$ cat config.mk
export PLATFORM = sky130hd
export DESIGN_NAME = uart_tx_mmio
export DESIGN_NICKNAME = d
export VERILOG_FILES = /design/src/rtl/uart_pkg.sv /design/src/rtl/sync_fifo.sv /design/src/rtl/uart_tx_mmio.sv
export SDC_FILE = /design/constraint.sdc
export NUM_CORES = 1
export LEC_CHECK = 0
export ABC_CLOCK_PERIOD_IN_PS = 2900
export BUFFER_PORTS_ARGS = -buffer_cell sky130_fd_sc_hd__buf_2
export CAP_MARGIN = 30
export CORE_MARGIN = 1.5
export CORE_UTILIZATION = 56
export DETAILED_ROUTE_END_ITERATION = 8
export PLACE_DENSITY = 0.82
export SLEW_MARGIN = 0
export SYNTH_ARGS = -nofsm -noshare
export SYNTH_HDL_FRONTEND = slang
export SYNTH_SLANG_ARGS = --single-unit
$ cat constraint.sdc
create_clock -name clk -period 2.9 [get_ports clk]
set_clock_uncertainty 0.1 [all_clocks]
set_input_delay 0.58 -clock clk [delete_from_list [all_inputs] [get_ports clk]]
set_output_delay 0.58 -clock clk [all_outputs]
set_load 0.02 [all_outputs]
$ cat src/rtl/uart_pkg.sv
// uart_pkg: register map, STATUS bit positions and TX FSM encoding shared by
// the MMIO UART transmitter and its bench-facing documentation.
package uart_pkg;

  // Word offsets inside the 4-word register window (addr[1:0]).
  localparam logic [1:0] OFF_DATA    = 2'd0;
  localparam logic [1:0] OFF_STATUS  = 2'd1;
  localparam logic [1:0] OFF_DIVISOR = 2'd2;
  localparam logic [1:0] OFF_RSVD    = 2'd3;

  // STATUS register bit positions.
  localparam int ST_BUSY  = 0;
  localparam int ST_FULL  = 1;
  localparam int ST_EMPTY = 2;
  localparam int ST_OVF   = 3;

  // Data bits per 8N1 frame.
  localparam int DATA_BITS = 8;

  // Transmitter line state.
  typedef enum logic [1:0] {
    TX_IDLE  = 2'd0,
    TX_START = 2'd1,
    TX_DATA  = 2'd2,
    TX_STOP  = 2'd3
  } tx_state_e;

  // Pack the STATUS word; unused upper bits read as zero.
  function automatic logic [31:0] make_status(
    input logic busy,
    input logic full,
    input logic empty,
    input logic ovf
  );
    logic [31:0] w;
    w           = '0;
    w[ST_BUSY]  = busy;
    w[ST_FULL]  = full;
    w[ST_EMPTY] = empty;
    w[ST_OVF]   = ovf;
    return w;
  endfunction

endpackage

$ cat src/rtl/sync_fifo.sv
// sync_fifo: single-clock show-ahead FIFO. Head entry is visible on dout
// while not empty; push and pop may coincide at any fill level (a push into
// a full FIFO is accepted only when a pop frees a slot on the same edge).
module sync_fifo #(
  parameter int WIDTH = 8,
  parameter int DEPTH = 4
) (
  input  logic             clk,
  input  logic             reset,
  input  logic             push,
  input  logic [WIDTH-1:0] din,
  input  logic             pop,
  output logic [WIDTH-1:0] dout,
  output logic             full,
  output logic             empty
);

  localparam int AW = $clog2(DEPTH);
  localparam int CW = AW + 1;
  localparam logic [CW-1:0] FULL_CNT = CW'(DEPTH);

  logic [WIDTH-1:0] mem [DEPTH];
  logic [AW-1:0]    wr_ptr_q, wr_ptr_d;
  logic [AW-1:0]    rd_ptr_q, rd_ptr_d;
  logic [CW-1:0]    count_q, count_d;
  logic             do_push, do_pop;

  assign full    = (count_q == FULL_CNT);
  assign empty   = (count_q == '0);
  assign do_pop  = pop && !empty;
  assign do_push = push && (!full || do_pop);
  assign dout    = mem[rd_ptr_q];

  // Next pointer and occupancy values from the accepted push/pop pair.
  always_comb begin
    wr_ptr_d = wr_ptr_q;
    rd_ptr_d = rd_ptr_q;
    count_d  = count_q;
    if (do_push) begin
      wr_ptr_d = wr_ptr_q + 1'b1;
    end
    if (do_pop) begin
      rd_ptr_d = rd_ptr_q + 1'b1;
    end
    case ({do_push, do_pop})
      2'b10:   count_d = count_q + 1'b1;
      2'b01:   count_d = count_q - 1'b1;
      default: count_d = count_q;
    endcase
  end

  // Storage array; contents need no reset because occupancy gates reads.
  always_ff @(posedge clk) begin
    if (do_push) begin
      mem[wr_ptr_q] <= din;
    end
  end

  // Pointer and occupancy registers; reset empties the FIFO.
  always_ff @(posedge clk or negedge reset) begin
    if (!reset) begin
      wr_ptr_q <= '0;
      rd_ptr_q <= '0;
      count_q  <= '0;
    end else begin
      wr_ptr_q <= wr_ptr_d;
      rd_ptr_q <= rd_ptr_d;
      count_q  <= count_d;
    end
  end

endmodule

$ cat src/rtl/uart_tx_mmio.sv
// uart_tx_mmio: memory-mapped 8N1 UART transmitter. Decodes a 4-word window
// (DATA, STATUS, DIVISOR, reserved), queues written bytes in a FIFO and
// shifts them out on txd with a bit period of DIVISOR+1 clocks. Read data is
// registered and forced to zero when the window is not read, so it can be
// OR-combined with the other bus slaves.
module uart_tx_mmio
  import uart_pkg::*;
#(
  parameter logic [29:0] BASE      = 30'h3FFF_FFF0,
  parameter int          DEPTH     = 4,
  parameter logic [15:0] DIV_RESET = 16'd103
) (
  input  logic        clk,
  input  logic        reset,
  input  logic [29:0] addr,
  input  logic        re,
  input  logic [3:0]  we,
  input  logic [31:0] wdata,
  output logic [31:0] rdata,
  output logic        txd
);

  localparam logic [2:0] LAST_BIT = 3'(DATA_BITS - 1);

  // Bus decode
  logic        sel;
  logic [1:0]  offset;
  logic        data_wr;
  logic        status_wr;
  logic        div_wr_lo;
  logic        div_wr_hi;
  logic        ovf_set;
  logic [31:0] status_word;

  // Only the low two byte lanes carry register bits.
  logic        unused_bus_bits;

  // Registers
  logic        overflow_q, overflow_d;
  logic [15:0] divisor_q, divisor_d;
  logic [31:0] rdata_q, rdata_d;

  // Transmitter
  tx_state_e   state_q, state_d;
  logic [15:0] baud_q, baud_d;
  logic [2:0]  bit_cnt_q, bit_cnt_d;
  logic [7:0]  shift_q, shift_d;
  logic        txd_q, txd_d;
  logic        busy;
  logic        baud_zero;

  // FIFO interface
  logic        fifo_pop;
  logic [7:0]  fifo_dout;
  logic        fifo_full;
  logic        fifo_empty;

  assign sel       = (addr[29:2] == BASE[29:2]);
  assign offset    = addr[1:0];
  assign data_wr   = sel && we[0] && (offset == OFF_DATA);
  assign status_wr = sel && we[0] && (offset == OFF_STATUS);
  assign div_wr_lo = sel && we[0] && (offset == OFF_DIVISOR);
  assign div_wr_hi = sel && we[1] && (offset == OFF_DIVISOR);

  // A byte is lost only when the FIFO is full and nothing leaves this edge.
  assign ovf_set   = data_wr && fifo_full && !fifo_pop;

  assign busy        = (state_q != TX_IDLE);
  assign baud_zero   = (baud_q == '0);
  assign status_word = make_status(busy, fifo_full, fifo_empty, overflow_q);

  assign unused_bus_bits = ^{we[3:2], wdata[31:16]};

  assign rdata = rdata_q;
  assign txd   = txd_q;

  sync_fifo #(
    .WIDTH (8),
    .DEPTH (DEPTH)
  ) u_fifo (
    .clk   (clk),
    .reset (reset),
    .push  (data_wr),
    .din   (wdata[7:0]),
    .pop   (fifo_pop),
    .dout  (fifo_dout),
    .full  (fifo_full),
    .empty (fifo_empty)
  );

  // Register writes and read-data mux (reads see pre-write values).
  always_comb begin
    overflow_d = overflow_q;
    if (status_wr && wdata[ST_OVF]) begin
      overflow_d = 1'b0;
    end
    if (ovf_set) begin
      overflow_d = 1'b1;
    end

    divisor_d = divisor_q;
    if (div_wr_lo) begin
      divisor_d[7:0] = wdata[7:0];
    end
    if (div_wr_hi) begin
      divisor_d[15:8] = wdata[15:8];
    end

    rdata_d = '0;
    if (sel && re) begin
      case (offset)
        OFF_STATUS:         rdata_d = status_word;
        OFF_DIVISOR:        rdata_d = {16'h0000, divisor_q};
        OFF_DATA, OFF_RSVD: rdata_d = '0;
        default:            rdata_d = '0;
      endcase
    end
  end

  // Bus-side registers.
  always_ff @(posedge clk or negedge reset) begin
    if (!reset) begin
      overflow_q <= 1'b0;
      divisor_q  <= DIV_RESET;
      rdata_q    <= '0;
    end else begin
      overflow_q <= overflow_d;
      divisor_q  <= divisor_d;
      rdata_q    <= rdata_d;
    end
  end

  // Transmitter next-state: baud countdown, bit sequencing and FIFO pop.
  // The line level for the next bit period is computed here so txd is a flop.
  always_comb begin
    state_d   = state_q;
    baud_d    = baud_q;
    bit_cnt_d = bit_cnt_q;
    shift_d   = shift_q;
    txd_d     = txd_q;
    fifo_pop  = 1'b0;

    case (state_q)
      TX_IDLE: begin
        txd_d = 1'b1;
        if (!fifo_empty) begin
          fifo_pop  = 1'b1;
          shift_d   = fifo_dout;
          bit_cnt_d = '0;
          baud_d    = divisor_q;
          state_d   = TX_START;
          txd_d     = 1'b0;
        end
      end

      TX_START: begin
        if (baud_zero) begin
          baud_d  = divisor_q;
          state_d = TX_DATA;
          txd_d   = shift_q[0];
        end else begin
          baud_d = baud_q - 1'b1;
        end
      end

      TX_DATA: begin
        if (baud_zero) begin
          baud_d = divisor_q;
          if (bit_cnt_q == LAST_BIT) begin
            state_d = TX_STOP;
            txd_d   = 1'b1;
          end else begin
            shift_d   = {1'b0, shift_q[7:1]};
            txd_d     = shift_q[1];
            bit_cnt_d = bit_cnt_q + 1'b1;
          end
        end else begin
          baud_d = baud_q - 1'b1;
        end
      end

      TX_STOP: begin
        if (baud_zero) begin
          if (!fifo_empty) begin
            // Chain straight into the next frame without an idle bit.
            fifo_pop  = 1'b1;
            shift_d   = fifo_dout;
            bit_cnt_d = '0;
            baud_d    = divisor_q;
            state_d   = TX_START;
            txd_d     = 1'b0;
          end else begin
            state_d = TX_IDLE;
            txd_d   = 1'b1;
          end
        end else begin
          baud_d = baud_q - 1'b1;
        end
      end

      default: begin
        state_d = TX_IDLE;
        txd_d   = 1'b1;
      end
    endcase
  end

  // Transmitter state registers; reset forces the line high at once.
  always_ff @(posedge clk or negedge reset) begin
    if (!reset) begin
      state_q   <= TX_IDLE;
      baud_q    <= '0;
      bit_cnt_q <= '0;
      shift_q   <= '0;
      txd_q     <= 1'b1;
    end else begin
      state_q   <= state_d;
      baud_q    <= baud_d;
      bit_cnt_q <= bit_cnt_d;
      shift_q   <= shift_d;
      txd_q     <= txd_d;
    end
  end

endmodule

==> impl_metrics.json, run 1 <==
{
  "finalSetupViolations": 0,
  "fin_ws_ns": 0.1572,
  "synthArstFlopShare": 0.6863,
  "slew-limit-headroom": 0.4116,
  "drt_iter0_markers": 225,
  "dieArea_mm2": 0.009935,
  "path_class": "reg2reg",
  "cts_tree": "yes",
  "yosysSeqAreaShare": 0.5197,
  "route.detailed.drc": 0,
  "grt_pass1_wl_um": 18440,
  "drt-wirelength-per-cell_um": 17.20,
  "drive_above_1_share": 0.2751,
  "synthDominantCellAreaShare": 0.3060,
  "viasPerCell": 5.937,
  "syn_area_per_cell_um2": 11.48,
  "leakage_nw": 2.778,
  "fmax_mhz": 364.6,
  "arrival_ns": 2.90,
  "slew_viol_final": 0,
  "design.core.area_mm2": 0.009153,
  "finalWirelength_um": 11160,
  "clk_pin_slew_ns": 0.10,
  "synth_most_common_cell": "dfrtp_1",
  "synth_area_leader_cell": "dfrtp_1",
  "hp-class": "in2async",
  "drv_cap": 0,
  "cts_sinks": 102,
  "pre_cts_ws_ns": 0.1549,
  "critPathLaunchType": "register",
  "gr-total-overflow": 0,
  "power_density_mw_per_mm2": 697.0,
  "grt_max_degree": 71,
  "rr_worst_depth": 11,
  "insertion_delay_ns": 0.37,
  "drtPass1Iterations": 5,
  "vias": 3853,
  "ant_nets": 0,
  "chipWidth_um": 99.68,
  "synth_edf_count": 32,
  "h-tree-depth": 3,
  "setup-tns-final_ns": 0,
  "fp-row-count": 35,
  "fp.dieH_um": 99.68,
  "ios": 102,
  "synth_cell_type_count": 55,
  "diodes": 0,
  "cp.required_ns": 3.06,
  "status": "complete, no violations",
  "fillers": 688,
  "grtUsageTotal": 0.2393,
  "worst_slew_pin_slew_ns": 0.8825,
  "clock_path_buffers": 2,
  "dp_hpwl_um": 7752,
  "grt_pass1_vias": 3909,
  "ir_worst_vdd_v": 0.0003814,
  "floorplan.initialDensity": 0.5718,
  "endpoint_kind": "register",
  "ys_warn_count": 0,
  "rsz0062_at_grt": "no",
  "antenna_found_initial": 0,
  "synth_area_leaders": "dfrtp_1 (31%), edfxtp_1 (18%), mux2_2 (4.1%)",
  "yosys-top-cells-count": "dfrtp_1 (64), o21ai_0 (34), edfxtp_1 (32)",
  "finalCritPeriodShare": 0.9458,
  "synth_area_mm2": 0.005234,
  "finalHoldViolations": 0,
  "cts_made_buffers": 9,
  "cts_root_buf": "clkbuf_8",
  "synthFlopType": "dfrtp_1",
  "gp_congestion": 0.8588,
  "syn_to_final_growth_pct": 14.39,
  "numPortBuffers": 67,
  "path_max_fanout": 6,
  "finalNetCount": 616,
  "synth_seq_cells": 102,
  "syn-instance-count": 456,
  "period_needed_ns": 2.743,
  "post_cts_buffers": 0
}
worst paths after layout:
| path | start | end | slack, ns |
|---|---|---|---|
| max | baud_q[1] | u_fifo.count_q[2] | 0.16 |
| max in group asynchronous | reset | divisor_q[1] | 2.25 |
| min reg2reg | u_fifo.count_q[2] | u_fifo.count_q[2] | 0.42 |
| min | reset | rdata[9] | 0.12 |
| min in group clk | addr[0] | overflow_q | 0.32 |
| max reg2reg | baud_q[1] | u_fifo.count_q[2] | 0.16 |
logic make-up (layout without fill, tap and decap cells):
family | Yosys count | after routing | synth area share
simple gates | 128 | 128 | 0.1382
flops | 102 | 102 | 0.5197
compound gates | 98 | 98 | 0.1183
buf+inv | 52 | 119 | 0.05164
mux | 45 | 45 | 0.1097
xor+xnor | 16 | 16 | 0.02678
fa+ha+maj | 14 | 14 | 0.03490
other cells | 1 | 16 | 0.0007165
report_power, final:
part,switching [mW],internal [mW]
combinational,1.01,0.612
sequential,0.0601,1.54
clock,0.519,0.438
total,1.59,2.59
routing by layer:
layer / share of wire / vias to the layer above / wire length (um) / GRT usage
li1: - / 1789 / - / -
met1: 0.41 / 1836 / 4595 / 0.2968
met2: 0.50 / 188 / 5552 / 0.4061
met4: 0.029 / 0 / 326 / 0.1181
met3: 0.062 / 40 / 688 / 0.04076
met5: 0 / - / 0 / 0
critical path: stages (launching register included):
cell and delay (ns):
dfrtp_1 0.43, inv_1 0.13, ha_1 0.16, nor3b_1 0.23, and4_1 0.31, a31oi_4 0.18, a31oi_2 0.25, inv_1 0.08
fa_1 0.39, nor2_1 0.14, a22oi_1 0.10, xnor2_1 0.13
metrics by stage:
stage                     power [mW]  hold WS, ns  cell area [um^2]  instances    util
final                          4.173       0.1196              5987        649  0.6541
after detailed placement       3.193       0.4108              5767        633  0.6301
after CTS                      4.161       0.1311              5981        649  0.6535
after global routing           4.384       0.1510              5987        649  0.6541
after global placement         3.131       0.3951              5767        633  0.6301
after floorplan                2.824       0.1844              5290        471       -
layout make-up:
class                      count  area (um^2)  share of cell area
clock buffer                  10        137.6             0.02299
clock inverter                 6        76.32             0.01275
inverter                      16        60.06             0.01003
multi-input combinational    317         2306              0.3852
sequential                   102         2720              0.4543
tap                          111        138.9             0.02320
timing repair buffer          87        548.0             0.09154
sequential cells by signal (all words and copies together), names as in the netlist:
name	cells
baud_q	16
bit_cnt_q	3
divisor_q	16
overflow_q	1
rdata	16
shift_q	8
state_q	2
txd	1
u_fifo.count_q	3
u_fifo.mem	32
u_fifo.rd_ptr_q	2
u_fifo.wr_ptr_q	2
cell usage in the layout, fill, tap and decap left out, types with 4 or more instances in the layout:
master / n
a211o_1: 4
a21o_1: 4
a21oi_1: 18
a221oi_1: 5
a22oi_1: 8
a31oi_1: 4
and2_1: 16
buf_12: 5
buf_2: 67
buf_4: 15
clkbuf_8: 10
conb_1: 16
dfrtp_1: 64
dfstp_2: 6
edfxtp_1: 32
ha_1: 13
inv_1: 16
mux2_2: 19
mux2i_1: 18
mux4_2: 8
nand2_1: 30
nand3_1: 8
nand4_1: 7
nor2_1: 31
nor2b_1: 5
nor3_1: 4
o21ai_0: 34
o22ai_1: 9
xnor2_1: 8
xor2_1: 8
timing repair:
action	4_1_cts	5_1_grt
setup endpoints to repair	0	1
resized for setup	0	1
hold buffers	0	0
Note: power is estimated with default switching activity, not from simulation.
==> inputs of run 2 (changes only) <==
- CELL_PAD_IN_SITES_DETAIL_PLACEMENT: default -> 0
- CELL_PAD_IN_SITES_GLOBAL_PLACEMENT: default -> 1
- CORE_UTILIZATION: 56 -> 44
- PLACE_DENSITY: 0.82 -> 0.81
==> impl_metrics.json, run 2 (synthesis results as in run 1) <==
{
  "endpoint_kind": "register",
  "gr-total-overflow": 0,
  "numPortBuffers": 67,
  "post_cts_buffers": 0,
  "antenna_found_initial": 0,
  "gp_congestion": 0.8449,
  "chipWidth_um": 112.1,
  "grt_pass1_wl_um": 18840,
  "vias": 3791,
  "fp.dieH_um": 112.1,
  "grt_max_degree": 30,
  "cp.required_ns": 3.04,
  "syn_to_final_growth_pct": 16.69,
  "fmax_mhz": 373.0,
  "leakage_nw": 2.826,
  "finalPower_mw": 4.510,
  "finalNetCount": 617,
  "finalCritPeriodShare": 0.9244,
  "largest_reg_flops": 32,
  "h-tree-depth": 3,
  "dp_hpwl_um": 8094,
  "clock_path_buffers": 2,
  "drtPass1Iterations": 5,
  "cts_tree": "yes",
  "path_max_fanout": 4,
  "insertion_delay_ns": 0.35,
  "hp-class": "in2async",
  "finalSetupViolations": 0,
  "path_cells": "inv_1, ha_1, nor3b_1, and4_1, a31oi_4, a31oi_2, inv_1, fa_1, nor2_1, a22oi_1, xnor2_1",
  "final_common_cell": "buf_2",
  "status": "complete, no violations",
  "viasPerCell": 5.559,
  "mostFrequentLayoutCells": "buf_2 (67), dfrtp_1 (64), o21ai_0 (34)",
  "fillers": 996,
  "cts_hold_buf": 0,
  "finalHoldViolations": 0,
  "finalWirelength_um": 11520,
  "clk_pin_slew_ns": 0.07,
  "cts_root_buf": "clkbuf_16",
  "critPathLaunchType": "register",
  "fp-row-count": 39,
  "dieArea_mm2": 0.01256,
  "design.core.area_mm2": 0.01152,
  "diodes": 0,
  "slowest_delay_ns": 0.40,
  "drive_above_1_share": 0.2764,
  "ctsResizeCount": 0,
  "slew-limit-headroom": 0.4360,
  "path_class": "reg2reg",
  "pre_cts_ws_ns": 0.1283,
  "worst_slew_pin_slew_ns": 0.8459,
  "power_density_mw_per_mm2": 738.4,
  "drt-wirelength-per-cell_um": 16.89,
  "cts_sinks": 102,
  "slowest_stage": "dfrtp_1",
  "route.detailed.drc": 0,
  "ios": 102,
  "setup-tns-final_ns": 0,
  "grtUsageTotal": 0.1914,
  "rsz0062_at_grt": "no",
  "ant_nets": 0,
  "slew_viol_final": 0,
  "regMostFlops": "u_fifo.mem",
  "cts_made_buffers": 9,
  "period_needed_ns": 2.681,
  "drt_iter0_markers": 199,
  "path_common_cell": "inv_1",
  "ir_worst_vdd_v": 0.0004576,
  "arrival_ns": 2.82,
  "grt_pass1_vias": 3733,
  "floorplan.initialDensity": 0.4545,
  "fin_ws_ns": 0.2193,
  "drv_cap": 0
}
[run 2: changes by cell type in the layout (fill, tap and decap cells not counted), moves of 2 or more]
cell,previous run,this run
clkbuf_8,10,0
clkbuf_16,0,9
buf_4,15,19
buf_12,5,2
inv_8,2,4
[run 2: final cells by class]
class | instances | area (um^2) | area share
clock buffer | 9 | 225.2 | 0.03688
clock inverter | 7 | 98.84 | 0.01619
inverter | 16 | 60.06 | 0.009834
multi-input combinational | 317 | 2306 | 0.3776
sequential | 102 | 2720 | 0.4454
tap | 143 | 178.9 | 0.02930
timing repair buffer | 88 | 518.0 | 0.08482
[run 2: report_power, final]
group | switching, mW | internal [mW]
clock network | 0.591 | 0.701
registers | 0.0573 | 1.54
logic | 1.01 | 0.607
[run 2: layer usage]
metal	track usage	wire, um	vias to the layer above
li1	-	-	1783
met1	0.2532	5012	1866
met2	0.3202	5757	128
met3	0.03294	542	14
met4	0.07004	206	0
met5	0	0	-
[run 2: path summary, 6_finish.rpt]
kind / startpoint / endpoint / slack [ns] / cells past startpoint
hold / removal: reset / divisor_q[8] / 0.05 / 1
max in group asynchronous: reset / txd / 1.88 / 2
setup reg to reg: baud_q[1] / u_fifo.count_q[2] / 0.22 / 11
setup / recovery: baud_q[1] / u_fifo.count_q[2] / 0.22 / 11
min in group clk: wdata[15] / divisor_q[15] / 0.35 / 2
hold reg to reg: u_fifo.count_q[0] / u_fifo.count_q[0] / 0.42 / 1
[run 2: critical path, delay by kind of cell, from the launching register on]
kind	cells	cell delay [ns]
compound gates	3	0.47
xor+xnor	1	0.14
fa+ha+maj	2	0.55
buf+inv	2	0.22
flops	1	0.40
simple gates	3	0.70
[run 2: metrics by stage]
stage / hold WS (ns) / cells / util / area [um^2]
after CTS: 0.05512 / 682 / 0.5298 / 6101
after detailed placement: 0.4159 / 666 / 0.5016 / 5777
after floorplan: 0.1844 / 471 / - / 5290
after global placement: 0.3997 / 666 / 0.5016 / 5777
final: 0.04622 / 682 / 0.5303 / 6107
after global routing: 0.07430 / 682 / 0.5303 / 6107
==> inputs of run 3 (changes only) <==
- CORE_UTILIZATION: 44 -> 23
- PLACE_DENSITY: 0.81 -> 0.49
==> impl_metrics.json, run 3 (synthesis results as in run 1) <==
{
  "ios": 102,
  "syn_to_final_growth_pct": 20.63,
  "finalNetCount": 621,
  "arrival_ns": 2.82,
  "grt_pass1_vias": 3847,
  "fp.dieH_um": 153.9,
  "finalCritPeriodShare": 0.9211,
  "grt_pass1_wl_um": 20910,
  "dp_hpwl_um": 9155,
  "mostFrequentLayoutCells": "buf_2 (66), dfrtp_1 (64), o21ai_0 (34)",
  "slew_viol_final": 0,
  "regMostFlops": "u_fifo.mem",
  "drt-wirelength-per-cell_um": 15.60,
  "finalHoldViolations": 0,
  "cts_made_buffers": 9,
  "gr-total-overflow": 0,
  "path_max_fanout": 6,
  "swShare": 0.3852,
  "crit_path_start": "baud_q[1]",
  "largest_reg_flops": 32,
  "clock_path_buffers": 2,
  "combPwrFrac": 0.378,
  "route.detailed.drc": 0,
  "slew-limit-headroom": 0.5489,
  "top_usage_layer": "met2",
  "timing.rr.start": "baud_q[1]",
  "fillers": 2300,
  "cts_sinks": 102,
  "finalSetupViolations": 0,
  "rr_worst_depth": 11,
  "r2r_end": "u_fifo.count_q[2]",
  "cts_root_buf": "clkbuf_16",
  "fp-row-count": 55,
  "design.core.area_mm2": 0.02250,
  "multi_input_area_mm2": 0.002307,
  "floorplan.initialDensity": 0.2326,
  "viasPerCell": 4.566,
  "drv_cap": 0,
  "internal_power_mw": 2.755,
  "final_common_cell": "buf_2",
  "final_util": 0.2806,
  "globalRouteMet1Util": 0.1469,
  "setup-tns-final_ns": 0,
  "grtUsageTotal": 0.1142,
  "fin_cells": 828,
  "p_sw_mw": 1.726,
  "critPathLaunchType": "register",
  "cts_tree": "yes",
  "clkPwrFrac": 0.266,
  "worst_slew_pin_slew_ns": 0.6766,
  "leakage_nw": 2.840,
  "gp_congestion": 0.7574,
  "hp-class": "in2async",
  "h-tree-depth": 3,
  "numPortBuffers": 67,
  "status": "complete, no violations",
  "drive_above_1_share": 0.2818,
  "rsz0062_at_grt": "no",
  "period_needed_ns": 2.671,
  "ant_nets": 0,
  "regArea_mm2": 0.002720,
  "finalWirelength_um": 12920,
  "pwr-share-seq": 0.356,
  "ir_worst_vdd_v": 0.0003174,
  "endpoint_kind": "register",
  "cp.required_ns": 3.05,
  "drt_iter0_markers": 191,
  "vias": 3781,
  "power_density_mw_per_mm2": 709.7,
  "insertion_delay_ns": 0.36,
  "diodes": 0,
  "drtPass1Iterations": 5,
  "dp.cells": 812,
  "r2r_setup_slack_ns": 0.23,
  "antenna_found_initial": 0,
  "chipWidth_um": 153.9,
  "dieArea_mm2": 0.02367,
  "grt_max_degree": 71,
  "cts_hold_buf": 0,
  "path_class": "reg2reg",
  "fmax_mhz": 374.4,
  "clk_pin_slew_ns": 0.08,
  "met2_usage": 0.1868,
  "grtUsageMet3": 0.02255
}
run 3: changes by cell type in the layout (fill, tap and decap cells not counted), sizes merged:
cell    change
buf         +4
clkinv      +2
bufinv      -1
inv         -1
run 3: metrics by stage:
step | setup WS (ns) | area, um^2 | hold slack [ns] | power (mW)
after floorplan | 0.2768 | 5290 | 0.1844 | 2.824
after global placement | 0.1887 | 6025 | 0.4029 | 3.275
after detailed placement | 0.1660 | 6025 | 0.4088 | 3.288
after CTS | 0.1462 | 6306 | 0.1470 | 4.504
after global routing | 0.01707 | 6314 | 0.1651 | 4.725
final | 0.2289 | 6314 | 0.1282 | 4.481
run 3: area by class of cell:
type / count / area share
multi-input cells: 317 / 0.3654
flip-flops and latches: 102 / 0.4308
clock buffers: 9 / 0.03567
clock inverters: 7 / 0.008918
inverters: 16 / 0.009512
well taps: 285 / 0.05648
repair buffers: 92 / 0.09314
run 3: worst max-delay path: stages (launching register included):
cell	delay (ns)
dfrtp_1	0.40
inv_1	0.12
ha_1	0.16
nor3b_1	0.25
and4_2	0.33
a31oi_4	0.17
a31oi_2	0.23
inv_1	0.08
fa_1	0.39
nor2_1	0.11
a22oi_1	0.08
xnor2_1	0.13
run 3: how the worst max path moves through the flow:
| stage | to | slack [ns] | cells past startpoint |
|---|---|---|---|
| after global placement | u_fifo.mem[0][5] | 0.19 | 6 |
| after floorplan | u_fifo.count_q[2] | 0.28 | 12 |
| final | u_fifo.count_q[2] | 0.23 | 11 |
| after detailed placement | u_fifo.count_q[2] | 0.17 | 11 |
| after CTS | u_fifo.count_q[2] | 0.15 | 11 |
| after global routing | u_fifo.count_q[2] | 0.02 | 11 |
run 3: repair_timing:
action | 4_1_cts | 5_1_grt
buffers inserted | 0 | 0
endpoints found under the setup margin | 0 | 1
gates resized for setup | 0 | 2
hold endpoints to repair | 0 | 0
run 3: power groups by stage:
stage | logic, mW | clock network (mW) | registers [mW]
after floorplan | 1.20 | 0 | 1.62
after global placement | 1.65 | 0 | 1.62
after detailed placement | 1.66 | 0 | 1.63
after CTS | 1.67 | 1.23 | 1.60
after global routing | 1.85 | 1.27 | 1.61
final | 1.69 | 1.19 | 1.59
run 3: routing by layer:
metal	routed length [um]	part of all wire	vias up
li1	-	-	1789
met1	5974	0.46	1882
met2	6115	0.47	96
met3	567	0.044	14
met4	259	0.020	0
met5	0	0	-
